**src/rtl/radix4_mac.sv**
```systemverilog
// Sequential radix-4 multiply-accumulate: P = A*B + C on 8-bit unsigned operands.
// Retires one 2-bit multiplier digit per cycle, MSB first, then adds the addend.
module radix4_mac (
    input  logic        clk,
    input  logic        resetn,
    input  logic        enable,
    input  logic [7:0]  A,
    input  logic [7:0]  B,
    input  logic [7:0]  C,
    output logic [15:0] P,
    output logic        busy,
    output logic        done
);

    typedef enum logic [1:0] {
        S_IDLE = 2'd0,
        S_CALC = 2'd1,
        S_ADD  = 2'd2,
        S_DONE = 2'd3
    } state_t;

    state_t      r_state;
    state_t      w_next;
    logic [7:0]  r_a;
    logic [7:0]  r_b;
    logic [7:0]  r_c;
    logic [15:0] r_acc;
    logic [1:0]  r_count;
    logic [15:0] r_p;
    logic [9:0]  w_mult;
    logic [15:0] w_acc_shift;
    logic [15:0] w_acc_add;

    // Multiple of the multiplicand selected by one radix-4 digit; 3*255 fits in 10 bits.
    function automatic logic [9:0] digit_multiple(input logic [1:0] d, input logic [7:0] a);
        logic [9:0] a10;
        a10 = {2'b00, a};
        case (d)
            2'd0:    digit_multiple = 10'd0;
            2'd1:    digit_multiple = a10;
            2'd2:    digit_multiple = a10 << 1;
            default: digit_multiple = (a10 << 1) + a10;
        endcase
    endfunction

    assign w_mult      = digit_multiple(r_b[7:6], r_a);
    assign w_acc_shift = {r_acc[13:0], 2'b00} + {6'b000000, w_mult};
    assign w_acc_add   = r_acc + {8'h00, r_c};

    always_ff @(posedge clk) begin
        if (!resetn) begin
            r_state <= S_IDLE;
        end else begin
            r_state <= w_next;
        end
    end

    always_comb begin
        w_next = r_state;
        busy   = 1'b0;
        done   = 1'b0;
        case (r_state)
            S_IDLE: begin
                if (enable) begin
                    w_next = S_CALC;
                end
            end
            S_CALC: begin
                busy = 1'b1;
                if (r_count == 2'd3) begin
                    w_next = S_ADD;
                end
            end
            S_ADD: begin
                busy   = 1'b1;
                w_next = S_DONE;
            end
            S_DONE: begin
                done = 1'b1;
                // A held enable must be seen low before another start is accepted.
                if (!enable) begin
                    w_next = S_IDLE;
                end
            end
            default: w_next = S_IDLE;
        endcase
    end

    always_ff @(posedge clk) begin
        if (!resetn) begin
            r_a     <= 8'h00;
            r_b     <= 8'h00;
            r_c     <= 8'h00;
            r_acc   <= 16'h0000;
            r_count <= 2'd0;
            r_p     <= 16'h0000;
        end else begin
            case (r_state)
                S_IDLE: begin
                    if (enable) begin
                        r_a     <= A;
                        r_b     <= B;
                        r_c     <= C;
                        r_acc   <= 16'h0000;
                        r_count <= 2'd0;
                    end
                end
                S_CALC: begin
                    r_acc   <= w_acc_shift;
                    r_b     <= {r_b[5:0], 2'b00};
                    r_count <= r_count + 2'd1;
                end
                S_ADD: begin
                    // Result cannot exceed 0xFF00, so no carry-out is kept.
                    r_acc <= w_acc_add;
                    r_p   <= w_acc_add;
                end
                default: begin
                end
            endcase
        end
    end

    assign P = r_p;

endmodule

```
**config.mk**
```make
export PLATFORM = sky130hd
export DESIGN_NAME = radix4_mac
export DESIGN_NICKNAME = d
export VERILOG_FILES = /design/src/rtl/radix4_mac.sv
export SDC_FILE = /design/constraint.sdc
export NUM_CORES = 1
export LEC_CHECK = 0
export CAP_MARGIN = 20
export CELL_PAD_IN_SITES_DETAIL_PLACEMENT = 1
export CELL_PAD_IN_SITES_GLOBAL_PLACEMENT = 1
export CORE_MARGIN = 2
export CORE_UTILIZATION = 46
export DETAILED_ROUTE_END_ITERATION = 8
export PLACE_DENSITY_LB_ADDON = 0.08
export REMOVE_ABC_BUFFERS = 1
export SLEW_MARGIN = 20
export SYNTH_ARGS = -nofsm -noshare
export SYNTH_HDL_FRONTEND = slang
export SYNTH_SLANG_ARGS = --single-unit
```
**constraint.sdc**
```tcl
create_clock -name clk -period 5.5 [get_ports clk]
set_input_delay 1.1 -clock clk [delete_from_list [all_inputs] [get_ports clk]]
set_output_delay 1.1 -clock clk [all_outputs]
set_load 0.01 [all_outputs]
```
* After elaboration in Yosys (flattened, before gate mapping)
Index checks and enable logic that the tools add are counted.
** Cells by class
- Add/subtract/negate cells :: 4
- Reductions and logical operators :: 9
- Muxes and demuxes :: 13
- Equal/unequal tests :: 9
** Operator list (number)
- 16-bit case mux with 3 select lines :: 1
- 10-bit case mux with 3 select lines :: 1
- 16-bit by 10-bit adder with 16-bit output :: 1
- 16-bit by 8-bit adder with 16-bit output :: 1
- 16-bit 2-to-1 mux :: 1
- 8-bit case mux with 2 select lines :: 1
- 9-bit by 8-bit adder with 10-bit output :: 1
- 2-bit == test (second input constant) :: 4
- 2-bit 2-to-1 mux :: 4
- 8-bit 2-to-1 mux :: 1
- 2-bit case mux with 4 select lines :: 1
- 2-bit inequality test (second input constant) :: 3
- 2-bit AND reduction :: 3
- 2-bit by 1-bit == test with 1-bit output (second input constant) :: 2
- 2-bit zero test :: 2
- 2-bit case mux with 2 select lines :: 1
- 3-bit AND reduction :: 1
- 3-bit nonzero test :: 1
- 2-bit by 1-bit adder with 2-bit output (second input constant) :: 1
- 1-bit 2-to-1 mux :: 2
- 2-bit nonzero test :: 1
- 2-bit OR reduction :: 1
** Storage, ports and cells
- Logic and storage cells :: 42
- Bits of input ports :: 27
- Bits in registers :: 60

* Longest topological paths before layout
- Depth after elaboration :: 4
- Depth in mapped cells :: 16
- Mapped depth without buffers :: 16

* Worst setup path before layout
OpenSTA, ideal clock, no wires.
- Kind :: reg-to-reg
- From :: register r_a[1]
- To :: register r_acc[14]
- Required time :: 5378 ps
- Stages on the path, launching flop included :: 17
- Clock period less this slack :: 3236 ps
- Library setup time :: 122 ps
- Slack :: 2264 ps
- Arrival :: 3114 ps
- Cells stage by stage :: dfxtp_1 ha_1 inv_1 fa_1 nor2b_1 o21ai_0 nand2b_1 xor2_1 mux2_2 a22o_1 ha_1 o211ai_1 a21o_1 a31oi_1 nand2_1 xnor2_1 a221o_1
** Between the ends
- Cells in the longest elaborated chain, start to end :: 4
** RTL lines
- start: declaration :: RTL line 24 : logic [7:0] r_a;
- start signal: assignment :: RTL line 91 : r_a <= 8'h00;
- start signal: assignment :: RTL line 101 : r_a <= A;
- 9-bit by 8-bit adder with 10-bit output :: RTL line 42 : default: digit_multiple = (a10 << 1) + a10;
- 10-bit case mux with 3 select lines (*) :: RTL line 38 : case (d)
- 16-bit by 10-bit adder with 16-bit output (*) :: RTL line 47 : assign w_acc_shift = {r_acc[13:0], 2'b00} + {6'b000000, w_mult};
- 16-bit case mux with 3 select lines (*) :: RTL line 98 : case (r_state)
- end signal: assignment :: RTL line 109 : r_acc <= w_acc_shift;
- end signal: assignment :: RTL line 115 : r_acc <= w_acc_add;
- end: declaration :: RTL line 27 : logic [15:0] r_acc;
Mark *: on every way between the ends. The rest lies on a longest branch, timed or not.
A chain may end at the register's enable or synchronous reset.

* Worst setup path after layout
- From :: register r_a[1]
- To :: register r_acc[9]
The elaborated chain is that of the path after synthesis.

==> flow_metrics.tcl <==
set metrics [dict create \
    drtIter0Drc 81 \
    status "completed" \
    grt_setup_unrepaired "false" \
    grt_pass1_vias 3646 \
    postCtsHoldBufs 0 \
    p_int_mw 1.00 \
    async_flop_share_pct 0 \
    switching_share_pct 40.4 \
    area_growth_syn_to_layout_pct 17.7 \
    cts.clk_slew.worst_paths_ns 0.07 \
    avgViaCountPerCell 5.78 \
    final_cell_mix "dfxtp_1, nand2_1, nor2_1, clkdlybuf4s50_1, a21oi_1" \
    p_clk_share_pct 24.1 \
    chipHeight_um 95.5 \
    ctsHtreeMaxLevel 3 \
    cts-root-buf "clkbuf_8" \
    sequentialPowerShare_pct 35.6 \
    skew_ns 0.0128 \
    hold_class "flip-flop to flip-flop" \
    grt-ovfl-total 0 \
    grt_max_degree 43 \
    post_cts_buffers 0 \
    end_kind "flip-flop" \
    final_common_cell "dfxtp_1" \
    cts_buffers 9 \
    dp_cells 591 \
    grt_pass1_wl_um 17500 \
    cts.sinks 60 \
    ys_types 62 \
    rows 33 \
    drc_errors 0 \
    hold_viol 0 \
    fmax_mhz 276 \
    fin_cells 607 \
    synth_area_um2 3850 \
    synth_ff_type "dfxtp_1" \
    drt_wl_total_um 10600 \
    p_leak_nw 1.87 \
    clock_latency_ns 0.35 \
    num_antenna_cells 0 \
    ctsResizeCount 0 \
    layout.nets 557 \
    synth_edf_count 0 \
    yosys_warnings 0 \
    gp_congestion 0.920 \
    fp.dieArea_um2 9120 \
    maxCapViolCount 0 \
    slew_headroom_pct 46.9 \
    via_count 3511 \
    yosysSeqAreaShare_pct 31.2 \
    crit_fanout 6 \
    initial_core_util_pct 47.1 \
    cp-start-kind "flip-flop" \
    synthCells 462 \
    dr.pass1.iters 4 \
    die_w_um 95.5 \
    grt_use_total_pct 24.8 \
    ant_nets 0 \
    powerDensity_nw_per_um2 371 \
    tightestPinTransition_ns 0.795 \
    ir_drop_mv 0.212 \
    dpl.hpwl_um 7670 \
    timing.final.crit_period_ns 3.62 \
    syn_area_per_cell_um2 8.34 \
    crit_type "flip-flop to flip-flop" \
    port_buffers 44 \
    drv_slew 0 \
    synth-seq-cells 60 \
    grt_antenna_before_repair 0 \
    cp.required_ns 5.74 \
    crit_arrival_ns 3.86 \
    p_comb_share_pct 40.3 \
    drive_gt1_share_pct 7.17 \
    finalCritPeriodShare_pct 65.9 \
    cts_tree "done" \
    core-area_um2 8180 \
    tns_ns 0 \
    power_switching_mw 0.680 \
    power_mw 1.68 \
    ios 45 \
    finalSetupViolCount 0 \
    wl_per_cell_um 17.4 \
    timing.hold.ws_ns 0.467 \
    clk_path_buf_depth 2 \
]
## worst paths after layout
check / depth (start not counted) / startpoint / end / slack [ns]
worst min-delay path: 2 / r_c[3] / r_c[3] / 0.47
worst min register to register: 2 / r_c[3] / r_c[3] / 0.47
worst max register to register: 16 / r_a[1] / r_acc[9] / 1.88
worst max-delay path: 16 / r_a[1] / r_acc[9] / 1.88
## per-stage QoR
step	instance area [um2]	worst slack (ns)	utilization (%)
after global placement	4340	2.05	53.1
after floorplan	3760	2.26	-
after CTS	4540	1.85	55.5
final	4540	1.88	55.5
after global routing	4540	1.58	55.5
after detailed placement	4340	1.87	53.1
## registers in the layout (all words and copies together), names as in the netlist
name     cells
r_c          8
P           16
r_state      2
r_b          8
r_count      2
r_acc       16
r_a          8
## layout make-up
type / instances / area [um2]
multi-input combinational: 365 / 2500
sequential: 60 / 1200
inverter: 15 / 56.3
fill: 1001 / 3640
timing repair buffer: 46 / 455
clock inverter: 6 / 63.8
clock buffer: 10 / 128
tap: 105 / 131
## routing by layer
| layer | up-vias | track usage [%] | share of wire (%) |
|---|---|---|---|
| li1 | 1721 | - | - |
| met1 | 1708 | 28.8 | 43 |
| met2 | 62 | 45.5 | 51 |
| met3 | 20 | 4.51 | 3.5 |
| met4 | 0 | 8.81 | 2.0 |
| met5 | - | 0 | 0 |
## cells in the mapped netlist (all sizes together) (4+ instances only)
| library cell | number | area (um2) |
|---|---|---|
| nor3 | 6 | 30.0 |
| a22o | 4 | 35.0 |
| mux2 | 5 | 56.3 |
| a22oi | 6 | 45.0 |
| clkbuf | 16 | 65.1 |
| o21ai | 20 | 123 |
| o211ai | 4 | 30.0 |
| dfxtp | 60 | 1200 |
| nand2b | 7 | 46.3 |
| a221o | 4 | 40.0 |
| xnor2 | 9 | 78.8 |
| buf | 6 | 30.0 |
| mux2i | 16 | 160 |
| a21o | 10 | 75.1 |
| and3 | 7 | 53.8 |
| o221ai | 5 | 43.8 |
| xor2 | 19 | 166 |
| inv | 14 | 52.6 |
| nand2 | 60 | 228 |
| nor2b | 6 | 37.5 |
| nand3 | 7 | 35.0 |
| ha | 30 | 375 |
| a21oi | 42 | 221 |
| and2 | 6 | 38.8 |
| nor2 | 44 | 165 |
| a211oi | 14 | 105 |
## critical path, stage by stage, from the launching register on
cell and delay (ns):
dfxtp_1 0.43, ha_1 0.21, inv_1 0.06, fa_1 0.40
nor2b_1 0.12, o21ai_0 0.08, nand2b_1 0.12, xor2_1 0.08
mux2_2 0.26, a22o_1 0.23, ha_1 0.34, o21ai_0 0.15
o21ba_2 0.24, nor2b_1 0.21, o211a_1 0.21, xor2_1 0.09
a221o_1 0.30
## power groups by stage
stage | Sequential [mW] | Combinational [mW] | Clock, mW
after global placement | 0.604 | 0.645 | 0
after CTS | 0.600 | 0.682 | 0.414
after global routing | 0.612 | 0.757 | 0.430
after floorplan | 0.596 | 0.444 | 0
final | 0.600 | 0.679 | 0.405
after detailed placement | 0.610 | 0.676 | 0
## cell families (layout without fill, tap and decap cells)
logic type                 Yosys count  count (layout)  synth area share [%]
and+or+nand+nor                    153             153                  18.3
buffers and inverters               37              77                  3.93
adders and majority gates           33              33                  11.3
xor gates and xnor gates            28              28                  6.37
AOI/OAI and AO/OA                  130             130                  23.3
DFF                                 60              60                  31.2
muxes                               21              21                  5.62
Note: power is estimated with default switching activity, not from simulation.
